==> config.mk <==
export PLATFORM = sky130hd
export DESIGN_NAME = pc_gen_ras_flat
export DESIGN_NICKNAME = d
export VERILOG_FILES = /design/src/rtl/pc_gen_ras_if.sv /design/src/rtl/pc_gen_ras.sv /design/src/flat_wrapper.sv
export SDC_FILE = /design/constraint.sdc
export NUM_CORES = 1
export LEC_CHECK = 0
export CAP_MARGIN = 20
export CORE_MARGIN = 2
export CORE_UTILIZATION = 42
export CTS_BUF_LIST = sky130_fd_sc_hd__clkbuf_16
export DETAILED_ROUTE_END_ITERATION = 6
export GPL_ROUTABILITY_DRIVEN = 0
export MAX_ROUTING_LAYER = met4
export PLACE_DENSITY = 0.75
export SYNTH_ARGS = -nofsm -noshare
export SYNTH_HDL_FRONTEND = slang
export SYNTH_SLANG_ARGS = --single-unit
==> constraint.sdc <==
create_clock -name clk -period 9.4 [get_ports clk]
set_input_delay 1.88 -clock clk [delete_from_list [all_inputs] [get_ports clk]]
set_output_delay 1.88 -clock clk [all_outputs]
set_load 0.03 [all_outputs]
==> src/rtl/pc_gen_ras_if.sv <==
// Fetch PC generator bus: D-stage control in, fetch PC and RAS status out.
// The master side is the pipeline control; the slave side is pc_gen_ras.
interface pc_gen_ras_if #(
  parameter int ADDR_W    = 32,
  parameter int RAS_DEPTH = 4
);
  localparam int CNT_W = $clog2(RAS_DEPTH) + 1;

  logic              req;
  logic              stall;
  logic              eret;
  logic [ADDR_W-1:0] epc;
  logic [2:0]        pc_sel;
  logic [ADDR_W-1:0] d_pc;
  logic [31:0]       d_instr;
  logic [ADDR_W-1:0] br_offset;
  logic [ADDR_W-1:0] reg31;
  logic              ras_push;
  logic              ras_pop;
  logic [ADDR_W-1:0] pc;
  logic [CNT_W-1:0]  ras_count;
  logic              ras_valid;

  modport master (
    output req, stall, eret, epc, pc_sel,
    output d_pc, d_instr, br_offset, reg31,
    output ras_push, ras_pop,
    input  pc, ras_count, ras_valid
  );

  modport slave (
    input  req, stall, eret, epc, pc_sel,
    input  d_pc, d_instr, br_offset, reg31,
    input  ras_push, ras_pop,
    output pc, ras_count, ras_valid
  );
endinterface

==> src/rtl/pc_gen_ras.sv <==
// Fetch-stage next-PC selection with a circular return-address stack.
// Priority: reset > req > stall > eret > pc_sel.
module pc_gen_ras #(
  parameter int          ADDR_W    = 32,
  parameter logic [31:0] RESET_VEC = 32'h0000_3000,
  parameter logic [31:0] EXC_VEC   = 32'h0000_4180,
  parameter int          RAS_DEPTH = 4
) (
  input  logic            clk,
  input  logic            reset,
  pc_gen_ras_if.slave     bus
);
  localparam int PTR_W = $clog2(RAS_DEPTH);
  localparam int CNT_W = PTR_W + 1;

  localparam logic [2:0] SEL_SEQ = 3'b000;
  localparam logic [2:0] SEL_BR  = 3'b001;
  localparam logic [2:0] SEL_J   = 3'b010;
  localparam logic [2:0] SEL_JR  = 3'b011;
  localparam logic [2:0] SEL_RET = 3'b100;

  localparam logic [CNT_W-1:0] CNT_FULL = CNT_W'(RAS_DEPTH);

  logic [ADDR_W-1:0] pc_q, pc_d;
  logic [PTR_W-1:0]  ptr_q, ptr_d;
  logic [CNT_W-1:0]  count_q, count_d;
  logic [ADDR_W-1:0] ras_q [RAS_DEPTH];
  logic [ADDR_W-1:0] ras_d [RAS_DEPTH];

  logic [PTR_W-1:0]  top_idx;
  logic [ADDR_W-1:0] top;
  logic [ADDR_W-1:0] link;
  logic              ras_nonempty;
  logic              ras_en;

  assign top_idx      = ptr_q - PTR_W'(1);
  assign top          = ras_q[top_idx];
  assign link         = bus.d_pc + ADDR_W'(8);
  assign ras_nonempty = (count_q != '0);
  assign ras_en       = !bus.req && !bus.stall && !bus.eret;

  // Next fetch PC from the highest-priority redirect source
  always_comb begin
    pc_d = pc_q;
    if (bus.req) begin
      pc_d = EXC_VEC[ADDR_W-1:0];
    end else if (bus.stall) begin
      pc_d = pc_q;
    end else if (bus.eret) begin
      pc_d = bus.epc;
    end else begin
      case (bus.pc_sel)
        SEL_SEQ: pc_d = pc_q + ADDR_W'(4);
        SEL_BR:  pc_d = bus.d_pc + ADDR_W'(4)
                      + bus.br_offset;
        SEL_J:   pc_d = {bus.d_pc[ADDR_W-1:28],
                         bus.d_instr[25:0], 2'b00};
        SEL_JR:  pc_d = bus.reg31;
        SEL_RET: pc_d = ras_nonempty ? top : bus.reg31;
        default: pc_d = pc_q;
      endcase
    end
  end

  // RAS push/pop; push+pop on a live stack rewrites the top in place
  always_comb begin
    ptr_d   = ptr_q;
    count_d = count_q;
    ras_d   = ras_q;
    if (ras_en) begin
      if (bus.ras_push && bus.ras_pop && ras_nonempty) begin
        ras_d[top_idx] = link;
      end else if (bus.ras_push) begin
        ras_d[ptr_q] = link;
        ptr_d        = ptr_q + PTR_W'(1);
        if (count_q != CNT_FULL)
          count_d = count_q + CNT_W'(1);
      end else if (bus.ras_pop && ras_nonempty) begin
        ptr_d   = top_idx;
        count_d = count_q - CNT_W'(1);
      end
    end
  end

  // PC and stack bookkeeping registers
  always_ff @(posedge clk) begin
    if (reset) begin
      pc_q    <= RESET_VEC[ADDR_W-1:0];
      ptr_q   <= '0;
      count_q <= '0;
    end else begin
      pc_q    <= pc_d;
      ptr_q   <= ptr_d;
      count_q <= count_d;
    end
  end

  // Stack storage carries no reset value
  always_ff @(posedge clk) begin
    ras_q <= ras_d;
  end

  assign bus.pc        = pc_q;
  assign bus.ras_count = count_q;
  assign bus.ras_valid = ras_nonempty;
endmodule

==> src/flat_wrapper.sv <==
// flat-port wrapper written by rule: the top's interface ports become plain ports
module pc_gen_ras_flat 
#(
  parameter int          ADDR_W    = 32,
  parameter logic [31:0] RESET_VEC = 32'h0000_3000,
  parameter logic [31:0] EXC_VEC   = 32'h0000_4180,
  parameter int          RAS_DEPTH = 4
)
  (clk, reset, bus_req, bus_stall, bus_eret, bus_epc, bus_pc_sel, bus_d_pc, bus_d_instr, bus_br_offset, bus_reg31, bus_ras_push, bus_ras_pop, bus_pc, bus_ras_count, bus_ras_valid);
  pc_gen_ras_if #(.ADDR_W(ADDR_W), .RAS_DEPTH(RAS_DEPTH)) bus_i ();
  input  logic clk;
  input  logic reset;
  input wire logic [$bits(bus_i.req)-1:0] bus_req;
  input wire logic [$bits(bus_i.stall)-1:0] bus_stall;
  input wire logic [$bits(bus_i.eret)-1:0] bus_eret;
  input wire logic [$bits(bus_i.epc)-1:0] bus_epc;
  input wire logic [$bits(bus_i.pc_sel)-1:0] bus_pc_sel;
  input wire logic [$bits(bus_i.d_pc)-1:0] bus_d_pc;
  input wire logic [$bits(bus_i.d_instr)-1:0] bus_d_instr;
  input wire logic [$bits(bus_i.br_offset)-1:0] bus_br_offset;
  input wire logic [$bits(bus_i.reg31)-1:0] bus_reg31;
  input wire logic [$bits(bus_i.ras_push)-1:0] bus_ras_push;
  input wire logic [$bits(bus_i.ras_pop)-1:0] bus_ras_pop;
  output wire logic [$bits(bus_i.pc)-1:0] bus_pc;
  output wire logic [$bits(bus_i.ras_count)-1:0] bus_ras_count;
  output wire logic [$bits(bus_i.ras_valid)-1:0] bus_ras_valid;
  assign bus_i.req = bus_req;
  assign bus_i.stall = bus_stall;
  assign bus_i.eret = bus_eret;
  assign bus_i.epc = bus_epc;
  assign bus_i.pc_sel = bus_pc_sel;
  assign bus_i.d_pc = bus_d_pc;
  assign bus_i.d_instr = bus_d_instr;
  assign bus_i.br_offset = bus_br_offset;
  assign bus_i.reg31 = bus_reg31;
  assign bus_i.ras_push = bus_ras_push;
  assign bus_i.ras_pop = bus_ras_pop;
  assign bus_pc = bus_i.pc;
  assign bus_ras_count = bus_i.ras_count;
  assign bus_ras_valid = bus_i.ras_valid;
  pc_gen_ras #(.ADDR_W(ADDR_W), .RESET_VEC(RESET_VEC), .EXC_VEC(EXC_VEC), .RAS_DEPTH(RAS_DEPTH)) u_core (.clk(clk), .reset(reset), .bus(bus_i));
endmodule
==> results of run 1 <==
## logic make-up after synthesis
kind of cell / share of synthesized area [%]
xor+xnor: 5.37
buf+inv: 3.71
simple gates: 16.4
flops: 39.6
mux: 7.82
compound gates: 19.5
fa+ha+maj: 7.59
## layer usage
metal / share of wire (%) / global-route usage [%] / vias up
li1: - / - / 4886
met1: 39 / 34.7 / 5187
met2: 45 / 42.6 / 708
met3: 12 / 7.51 / 91
met4: 3.0 / 9.14 / 0
met5: 0 / - / -
## area by class of cell
type                    count  area, um2  area share (%)
multi-input cells         950       6600            45.7
clock buffers              17        425            2.94
inverters                  28        105           0.727
well taps                 341        427            2.95
flip-flops and latches    165       4590            31.7
clock inverters            15        155            1.07
repair buffers            218       2130            14.8
diodes                      8       20.0           0.139
## state kept, by name, indices dropped and copies added (netlist names)
signal,flops
u_core.bus.pc,32
u_core.bus.ras_count,3
u_core.ras_q,128
u_core.ptr_q,2
## how the worst min path moves through the flow
stage                      startpoint                end  slack (ns)  cells past startpoint
finish              u_core.bus.pc[20]  u_core.bus.pc[20]        0.53                      2
global route        u_core.bus.pc[20]  u_core.bus.pc[20]        0.57                      2
CTS                 u_core.bus.pc[20]  u_core.bus.pc[20]        0.52                      2
detailed placement  u_core.bus.pc[20]  u_core.bus.pc[20]        0.51                      2
global placement    u_core.bus.pc[22]  u_core.bus.pc[22]        0.50                      2
floorplan             u_core.ptr_q[1]    u_core.ptr_q[1]        0.51                      2
## power by group through the flow
stage	logic (W)	clock network (W)	registers, W
after global placement	0.000483	0	0.000822
after floorplan	0.000290	0	0.000833
final	0.000504	0.000699	0.000807
after detailed placement	0.000487	0	0.000823
after global routing	0.000541	0.000727	0.000808
after CTS	0.000493	0.000698	0.000806
## worst max-delay path, cell delays in order
cell and delay (ns):
clkdlybuf4s50_1 0.75, inv_2 0.65, nand2_1 0.78, o22ai_1 0.36, a21oi_1 0.12, nor3_1 0.34
o31ai_1 0.23, a31oi_1 0.21, o21ai_1 0.07
## stage by stage
step / total power (W) / utilization [%]
global placement: 0.00131 / 51.2
finish: 0.00201 / 53.5
floorplan: 0.00112 / -
detailed placement: 0.00131 / 51.2
CTS: 0.00200 / 53.4
global route: 0.00208 / 53.5
## synth_stat cells (5+ instances only)
cell type | count | area (um2)
nor2_1 | 170 | 638
edfxtp_1 | 128 | 3840
nand2_1 | 125 | 469
a21oi_1 | 110 | 551
ha_1 | 67 | 838
o21ai_0 | 51 | 255
clkbuf_1 | 49 | 184
xor2_1 | 41 | 359
dfxtp_1 | 37 | 741
nand3_1 | 35 | 175
mux4_2 | 32 | 721
o22ai_1 | 31 | 194
xnor2_1 | 30 | 263
inv_1 | 24 | 90.1
nor3_1 | 17 | 85.1
nand4_1 | 15 | 93.8
a21o_1 | 14 | 105
mux2i_1 | 14 | 140
a2111oi_0 | 13 | 114
nor2b_1 | 13 | 81.3
a31oi_1 | 12 | 75.1
buf_2 | 12 | 60.1
o221ai_1 | 12 | 105
and3_1 | 10 | 62.6
o21ai_1 | 9 | 45.0
o211ai_1 | 8 | 60.1
a211oi_1 | 7 | 52.6
nand2b_1 | 6 | 37.5
o21bai_1 | 6 | 45.0
and4_1 | 5 | 43.8
==> flow_summary.yaml, run 1 <==
final_layout:
  fillers: 2382
  nNetsFinal: 1619
  stdcell_count: 1742
  mostFrequentLayoutCell: "clkdlybuf4s50_1"
  fin_area_um2: 14400
  drive_gt1_share_pct: 9.55
  area_delta_synth_final_pct: 24.8
  final_cell_mix: "199 x clkdlybuf4s50_1, 166 x nor2_1, 128 x edfxtp_1, 125 x nand2_1, 110 x a21oi_1"
power:
  ir_drop_v: 0.000135
  pwr-share-clk_pct: 34.8
  p_comb_share_pct: 25.1
  switching_share_pct: 32.2
  p_int_w: 0.00136
  power.density_nw_per_um2: 139
  p_leak_nw: 5.20
  p_sw_w: 0.000648
  seq_power_share_pct: 40.2
sta:
  finalCritPeriodShare_pct: 53.9
  rsz0062_at_grt: "false"
  relSlewSlack_pct: 30.9
  drv_slew: 0
  fin_worst_skew_ns: 0.0132
  holdWs_ns: 0.526
  setup_ws_ns: 4.33
  hold_violations: 0
  worst_slew_pin_slew_ns: 1.03
  max_freq_mhz: 197
  tns_ns: 0
  finalCriticalPeriod_ns: 5.07
  setup_violations: 0
clock_network:
  clk_path_buf_depth: 2
  cts_resized: 0
  clk_pin_slew_ns: 0.08
  postCtsSetupBuffers: 0
  cts_tree: "built"
  clkLatencyLatePin_ns: 0.44
  cts-root-buf: "clkbuf_16"
  htree_levels: 4
  hold_buffers: 0
  clock-sinks: 165
  cts_buffers: 17
setup_path:
  cp-startpoint: "bus_pc_sel[0]"
  cp.required_ns: 9.74
  critPathLaunchType: "input pin"
  crit_arrival_ns: 5.40
  crit_type: "in2reg"
  cp_max_fo: 30
  reg2reg_slack_ns: 5.90
  timing.rr.start: "u_core.ptr_q[0]"
  ff2ff_path_depth: 11
  crit_path_end_kind: "flop"
  cp-endpoint: "u_core.bus.pc[17]"
  r2r-end: "u_core.bus.pc[17]"
place:
  dp_slack_ns: 4.02
  place.detailed.hpwl_um: 28100
  placed_area_um2: 13800
  dp_cells: 1702
  io_buffers: 199
floorplan:
  die-area_um2: 28900
  core_um2: 27000
  die_x_um: 170
  die_y_um: 170
  rows: 60
  pin_count: 206
  start_util_pct: 42.8
global_routing:
  antenna_found_initial: 8
  grt_pass1_wl_um: 58900
  grt_max_degree: 42
  grt_pass1_vias: 10400
  grt_overflow: 0
  grt_use_total_pct: 27.4
synthesis:
  synth_cell_types: 87
  synth_area_um2: 11600
  synth_seq_cells: 165
  yosysSeqAreaShare_pct: 39.6
  ys_warn_count: 0
  synth_edf_count: 128
  syn_nets: 1454
  syn_avg_cell_area_um2: 9.53
  synthArstFlopShare_pct: 0
  ys.flop_type: "edfxtp_1"
  netlist_instances: 1215
status:
  status: "finished clean"
hold_path:
  worstHoldPathType: "reg2reg"
detailed_routing:
  vias: 10900
  vias_per_cell: 6.24
  finalWirelength_um: 38900
  wl_per_cell_um: 22.4
  dr.pass1.iters: 6
  drc_errors: 0
  drtAntennaViolNets: 0
  drt-initial-drc-count: 1407
job:
  cap_viol_max_count: 0
(Power assumes the default switching activity.)
==> run 2, diff against run 1 <==
Clock period 9.4 ns to 5.08 ns, I/O delays scaled along.
==> flow_summary.yaml, run 2 (synthesized netlist as in run 1, its figures left out) <==
sta:
  rsz0062_at_grt: "false"
  max_freq_mhz: 246
  worst_slew_pin_slew_ns: 0.927
  finalCriticalPeriod_ns: 4.06
  finalCritPeriodShare_pct: 80.0
  setup_violations: 0
  drv_slew: 0
  tns_ns: 0
  holdWs_ns: 0.537
  relSlewSlack_pct: 38.0
  hold_violations: 0
  fin_worst_skew_ns: 0.0162
clock_network:
  clock-sinks: 165
  htree_levels: 4
  hold_buffers: 0
  cts_buffers: 17
  clkLatencyLatePin_ns: 0.44
  cts-root-buf: "clkbuf_16"
  cts_tree: "built"
  clk_path_buf_depth: 2
  clk_pin_slew_ns: 0.08
  cts_resized: 0
  postCtsSetupBuffers: 0
floorplan:
  start_util_pct: 42.8
  pin_count: 206
  core_um2: 27000
  die_x_um: 170
  rows: 60
  die_y_um: 170
  die-area_um2: 28900
setup_path:
  r2r-end: "u_core.bus.pc[20]"
  reg2reg_slack_ns: 2.07
  cp_cell_sequence: "clkdlybuf4s50_1 -> ha_1 -> ha_1 -> fa_1 -> a211oi_2 -> nor3_1 -> nor4_2 -> o21bai_1 -> a31oi_1 -> xnor2_1 -> a2111oi_2 -> o21ai_1"
  max_stage_delay_ns: 0.53
  crit_arrival_ns: 4.40
  cp.required_ns: 5.41
  crit_path_end_kind: "flop"
  timing.rr.start: "u_core.ptr_q[1]"
  cp_max_fo: 5
  timing.critical_path.mode_cell: "ha_1"
  crit_type: "in2reg"
  critPathLaunchType: "input pin"
  ff2ff_path_depth: 7
  cp_slowest_cell: "clkdlybuf4s50_1"
hold_path:
  min_path_cells: 2
  hold_start: "u_core.bus.pc[3]"
  worstHoldPathType: "reg2reg"
  min_to: "u_core.bus.pc[3]"
final_layout:
  area_delta_synth_final_pct: 25.5
  drive_gt1_share_pct: 10.2
  mostFrequentLayoutCell: "clkdlybuf4s50_1"
  regMostFlops: "u_core.ras_q"
  nNetsFinal: 1629
  final_cell_mix: "199 x clkdlybuf4s50_1, 166 x nor2_1, 128 x edfxtp_1, 125 x nand2_1, 110 x a21oi_1"
  largest_register_ffs: 128
  post-route-util_pct: 53.8
global_routing:
  grt_pass1_wl_um: 58300
  grt_max_degree: 36
  grt_pass1_vias: 10400
  grt_overflow: 0
  antenna_found_initial: 8
  grt_use_total_pct: 27.3
power:
  p_leak_nw: 5.25
  switching_share_pct: 32.2
  pwr-share-clk_pct: 34.7
  power.density_nw_per_um2: 256
  p_int_w: 0.00252
  p_sw_w: 0.00120
  ir_drop_v: 0.000248
  total_power_w: 0.00373
  seq_power_share_pct: 40.1
  p_comb_share_pct: 25.2
detailed_routing:
  dr.pass1.iters: 6
  vias_per_cell: 6.19
  drc_errors: 0
  drtAntennaViolNets: 0
  drt-initial-drc-count: 1523
  wl_per_cell_um: 22.2
  vias: 10800
  finalWirelength_um: 39000
place:
  place.detailed.hpwl_um: 28600
  io_buffers: 199
job:
  cap_viol_max_count: 0
status:
  status: "finished clean"
-- run 2: changes by cell type in the layout (fill, tap and decap cells not counted) --
cell and change:
clkinv_8 +1, clkinv_2 -1, inv_8 -2, clkinv_4 +1
buf_4 +10, clkinvlp_4 +1
-- run 2: stage by stage --
step           cells  area, um2  worst slack (ns)
6_report        1752      14500              1.02
5_1_grt         1752      14500             0.864
4_1_cts         1744      14500              1.02
3_5_place_dp    1712      13900             0.545
3_3_place_gp    1712      13900             0.628
2_1_floorplan   1215      11600              1.31
-- run 2: how the worst max path moves through the flow --
| stage | end | depth (start not counted) | start |
|---|---|---|---|
| 2_1_floorplan | u_core.ras_q[100] | 5 | bus_ras_push |
| 4_1_cts | u_core.bus.pc[23] | 12 | bus_d_pc[1] |
| 6_report | u_core.bus.pc[23] | 12 | bus_d_pc[1] |
| 5_1_grt | u_core.bus.pc[23] | 12 | bus_d_pc[1] |
| 3_5_place_dp | u_core.bus.pc[23] | 12 | bus_d_pc[1] |
| 3_3_place_gp | u_core.bus.pc[23] | 12 | bus_d_pc[1] |
-- run 2: metal layers --
metal / part of all wire [%] / wire (um) / track usage (%)
met1: 39 / 15200 / 33.7
met2: 45 / 17500 / 42.2
met3: 12 / 4750 / 7.63
met4: 3.8 / 1490 / 11.3
met5: 0 / 0 / -
-- run 2: final cells by class --
type | instances | area [um2]
Timing Repair Buffer | 228 | 2210
Multi-Input combinational cell | 950 | 6600
Antenna cell | 8 | 20.0
Clock inverter | 15 | 160
Sequential cell | 165 | 4590
Clock buffer | 17 | 425
Inverter | 28 | 105
Tap cell | 341 | 427
Fill cell | 2316 | 12500
-- run 2: power by group through the flow --
stage | combinational, W | sequential (W) | clock [W]
finish | 0.000940 | 0.00149 | 0.00129
global route | 0.00101 | 0.00149 | 0.00135
CTS | 0.000922 | 0.00149 | 0.00130
detailed placement | 0.000912 | 0.00152 | 0
global placement | 0.000904 | 0.00152 | 0
floorplan | 0.000537 | 0.00154 | 0
-- run 2: critical path: cells and delay by family --
family,cells,cell delay [ns]
compound gates,5,1.35
xor+xnor,1,0.12
fa+ha+maj,3,0.95
buf+inv,1,0.53
simple gates,2,0.42
==> run 3, diff against run 2 <==
Settings changed: PLACE_DENSITY 0.75 to 0.78.
Clock period 5.08 ns to 3.7 ns, I/O delays scaled along.
==> flow_summary.yaml, run 3 (synthesized netlist as in run 1, its figures left out) <==
floorplan:
  rows: 60
  die_x_um: 170
  die_y_um: 170
  start_util_pct: 42.8
  die-area_um2: 28900
  pin_count: 206
  core_um2: 27000
global_routing:
  grt_pass1_vias: 11100
  grt_use_total_pct: 28.4
  antenna_found_initial: 0
  grt_pass1_wl_um: 61400
  grt_overflow: 0
  grt_max_degree: 36
detailed_routing:
  finalWirelength_um: 40600
  vias_per_cell: 6.18
  wl_per_cell_um: 22.1
  drtAntennaViolNets: 0
  vias: 11400
  drt-initial-drc-count: 1528
  dr.pass1.iters: 7
  drc_errors: 1
setup_path:
  critPathLaunchType: "input pin"
  crit_arrival_ns: 3.90
  cp_slowest_cell: "a2111oi_1"
  cp_cell_sequence: "clkdlybuf4s50_1 -> ha_1 -> ha_1 -> fa_1 -> a211oi_2 -> nor3_1 -> nor4_2 -> buf_4 -> o21bai_1 -> xor2_1 -> a2111oi_1 -> buf_4 -> o21ai_0"
  max_stage_delay_ns: 0.50
  crit_type: "in2reg"
  timing.rr.start: "u_core.ptr_q[1]"
  crit_path_end_kind: "flop"
  cp_max_fo: 3
  cp.required_ns: 4.02
  cp-startpoint: "bus_d_pc[1]"
sta:
  worst_slew_pin_slew_ns: 0.717
  setup_ws_ns: 0.119
  drv_slew: 0
  relSlewSlack_pct: 52.2
  rsz0062_at_grt: "false"
  finalCritPeriodShare_pct: 96.8
  setup_violations: 0
  fin_worst_skew_ns: 0.00924
  max_freq_mhz: 279
  hold_violations: 0
  finalCriticalPeriod_ns: 3.58
power:
  p_leak_nw: 5.74
  pwr-share-clk_pct: 34.1
  p_int_w: 0.00365
  switching_share_pct: 31.6
  ir_drop_v: 0.000336
  power.density_nw_per_um2: 349
  p_sw_w: 0.00168
  seq_power_share_pct: 38.4
  p_comb_share_pct: 27.4
final_layout:
  nNetsFinal: 1724
  final_cell_mix: "199 x clkdlybuf4s50_1, 166 x nor2_1, 128 x edfxtp_1, 125 x nand2_1, 119 x buf_4"
  largest_register_ffs: 128
  drive_gt1_share_pct: 15.9
  regMostFlops: "u_core.ras_q"
  fillers: 2191
  fin_area_um2: 15300
  mostFrequentLayoutCell: "clkdlybuf4s50_1"
  area_delta_synth_final_pct: 32.1
  stdcell_count: 1839
  n_antenna_cell: 0
place:
  dp_slack_ns: -0.366
  placed_area_um2: 14700
  dp_cells: 1807
  place.detailed.hpwl_um: 30000
  io_buffers: 199
clock_network:
  cts-root-buf: "clkbuf_16"
  cts_resized: 0
  htree_levels: 4
  clk_path_buf_depth: 2
  cts_buffers: 17
  postCtsSetupBuffers: 0
  clkLatencyLatePin_ns: 0.44
  clk_pin_slew_ns: 0.07
  clock-sinks: 165
  cts_tree: "built"
  hold_buffers: 0
hold_path:
  hold_start: "u_core.bus.pc[22]"
  worstHoldPathType: "reg2reg"
status:
  status: "finished, violations left"
  violations: "design-rule violations"
job:
  cap_viol_max_count: 0
run 3: changes by cell type in the layout (fill, tap and decap cells not counted), moves of 2 or more:
cell        delta
diode_2        -8
a2111oi_2      +2
clkinvlp_4     -2
a2111oi_0      -2
buf_4         +90
clkinv_8       -2
buf_12         +5
run 3: worst max-delay path, delay by kind of cell:
family	cells	cell delay, ns
xor+xnor	1	0.18
buf+inv	3	0.82
compound gates	4	1.02
simple gates	2	0.27
fa+ha+maj	3	0.87
run 3: routing by layer:
| layer | vias up | wire, um | GRT usage (%) |
|---|---|---|---|
| met1 | 5386 | 15900 | 34.8 |
| met3 | 128 | 4120 | 5.95 |
| met4 | 0 | 1610 | 11.6 |
| met2 | 770 | 19000 | 46.1 |
| met5 | - | 0 | - |
| li1 | 5085 | - | - |
run 3: per-stage QoR:
stage / util [%] / setup TNS [ns] / hold slack [ns] / power, W
2_1_floorplan: - / 0 / 0.514 / 0.00285
3_3_place_gp: 54.4 / -1.85 / 0.494 / 0.00348
3_5_place_dp: 54.4 / -2.24 / 0.511 / 0.00350
4_1_cts: 56.6 / 0 / 0.521 / 0.00530
5_1_grt: 56.6 / 0 / 0.546 / 0.00550
6_report: 56.6 / 0 / 0.513 / 0.00534
run 3: power by group through the flow:
| stage | clock network [W] | logic (W) | registers [W] |
|---|---|---|---|
| 4_1_cts | 0.00182 | 0.00143 | 0.00205 |
| 2_1_floorplan | 0 | 0.000737 | 0.00212 |
| 5_1_grt | 0.00188 | 0.00156 | 0.00205 |
| 3_5_place_dp | 0 | 0.00141 | 0.00209 |
| 6_report | 0.00182 | 0.00146 | 0.00205 |
| 3_3_place_gp | 0 | 0.00140 | 0.00209 |
run 3: final timing paths:
check	end	cells past startpoint	slack, ns
worst max register to register	u_core.bus.pc[7]	10	0.81
worst max-delay path	u_core.bus.pc[19]	13	0.12
worst min-delay path	u_core.bus.pc[22]	2	0.51
worst min register to register	u_core.bus.pc[22]	2	0.51
run 3: area by class of cell:
cell class / instances / area (um2) / area share [%]
Sequential cell: 165 / 4590 / 30.0
Timing Repair Buffer: 323 / 2990 / 19.5
Inverter: 28 / 105 / 0.687
Clock inverter: 15 / 163 / 1.06
Tap cell: 341 / 427 / 2.79
Clock buffer: 17 / 425 / 2.78
Multi-Input combinational cell: 950 / 6610 / 43.2
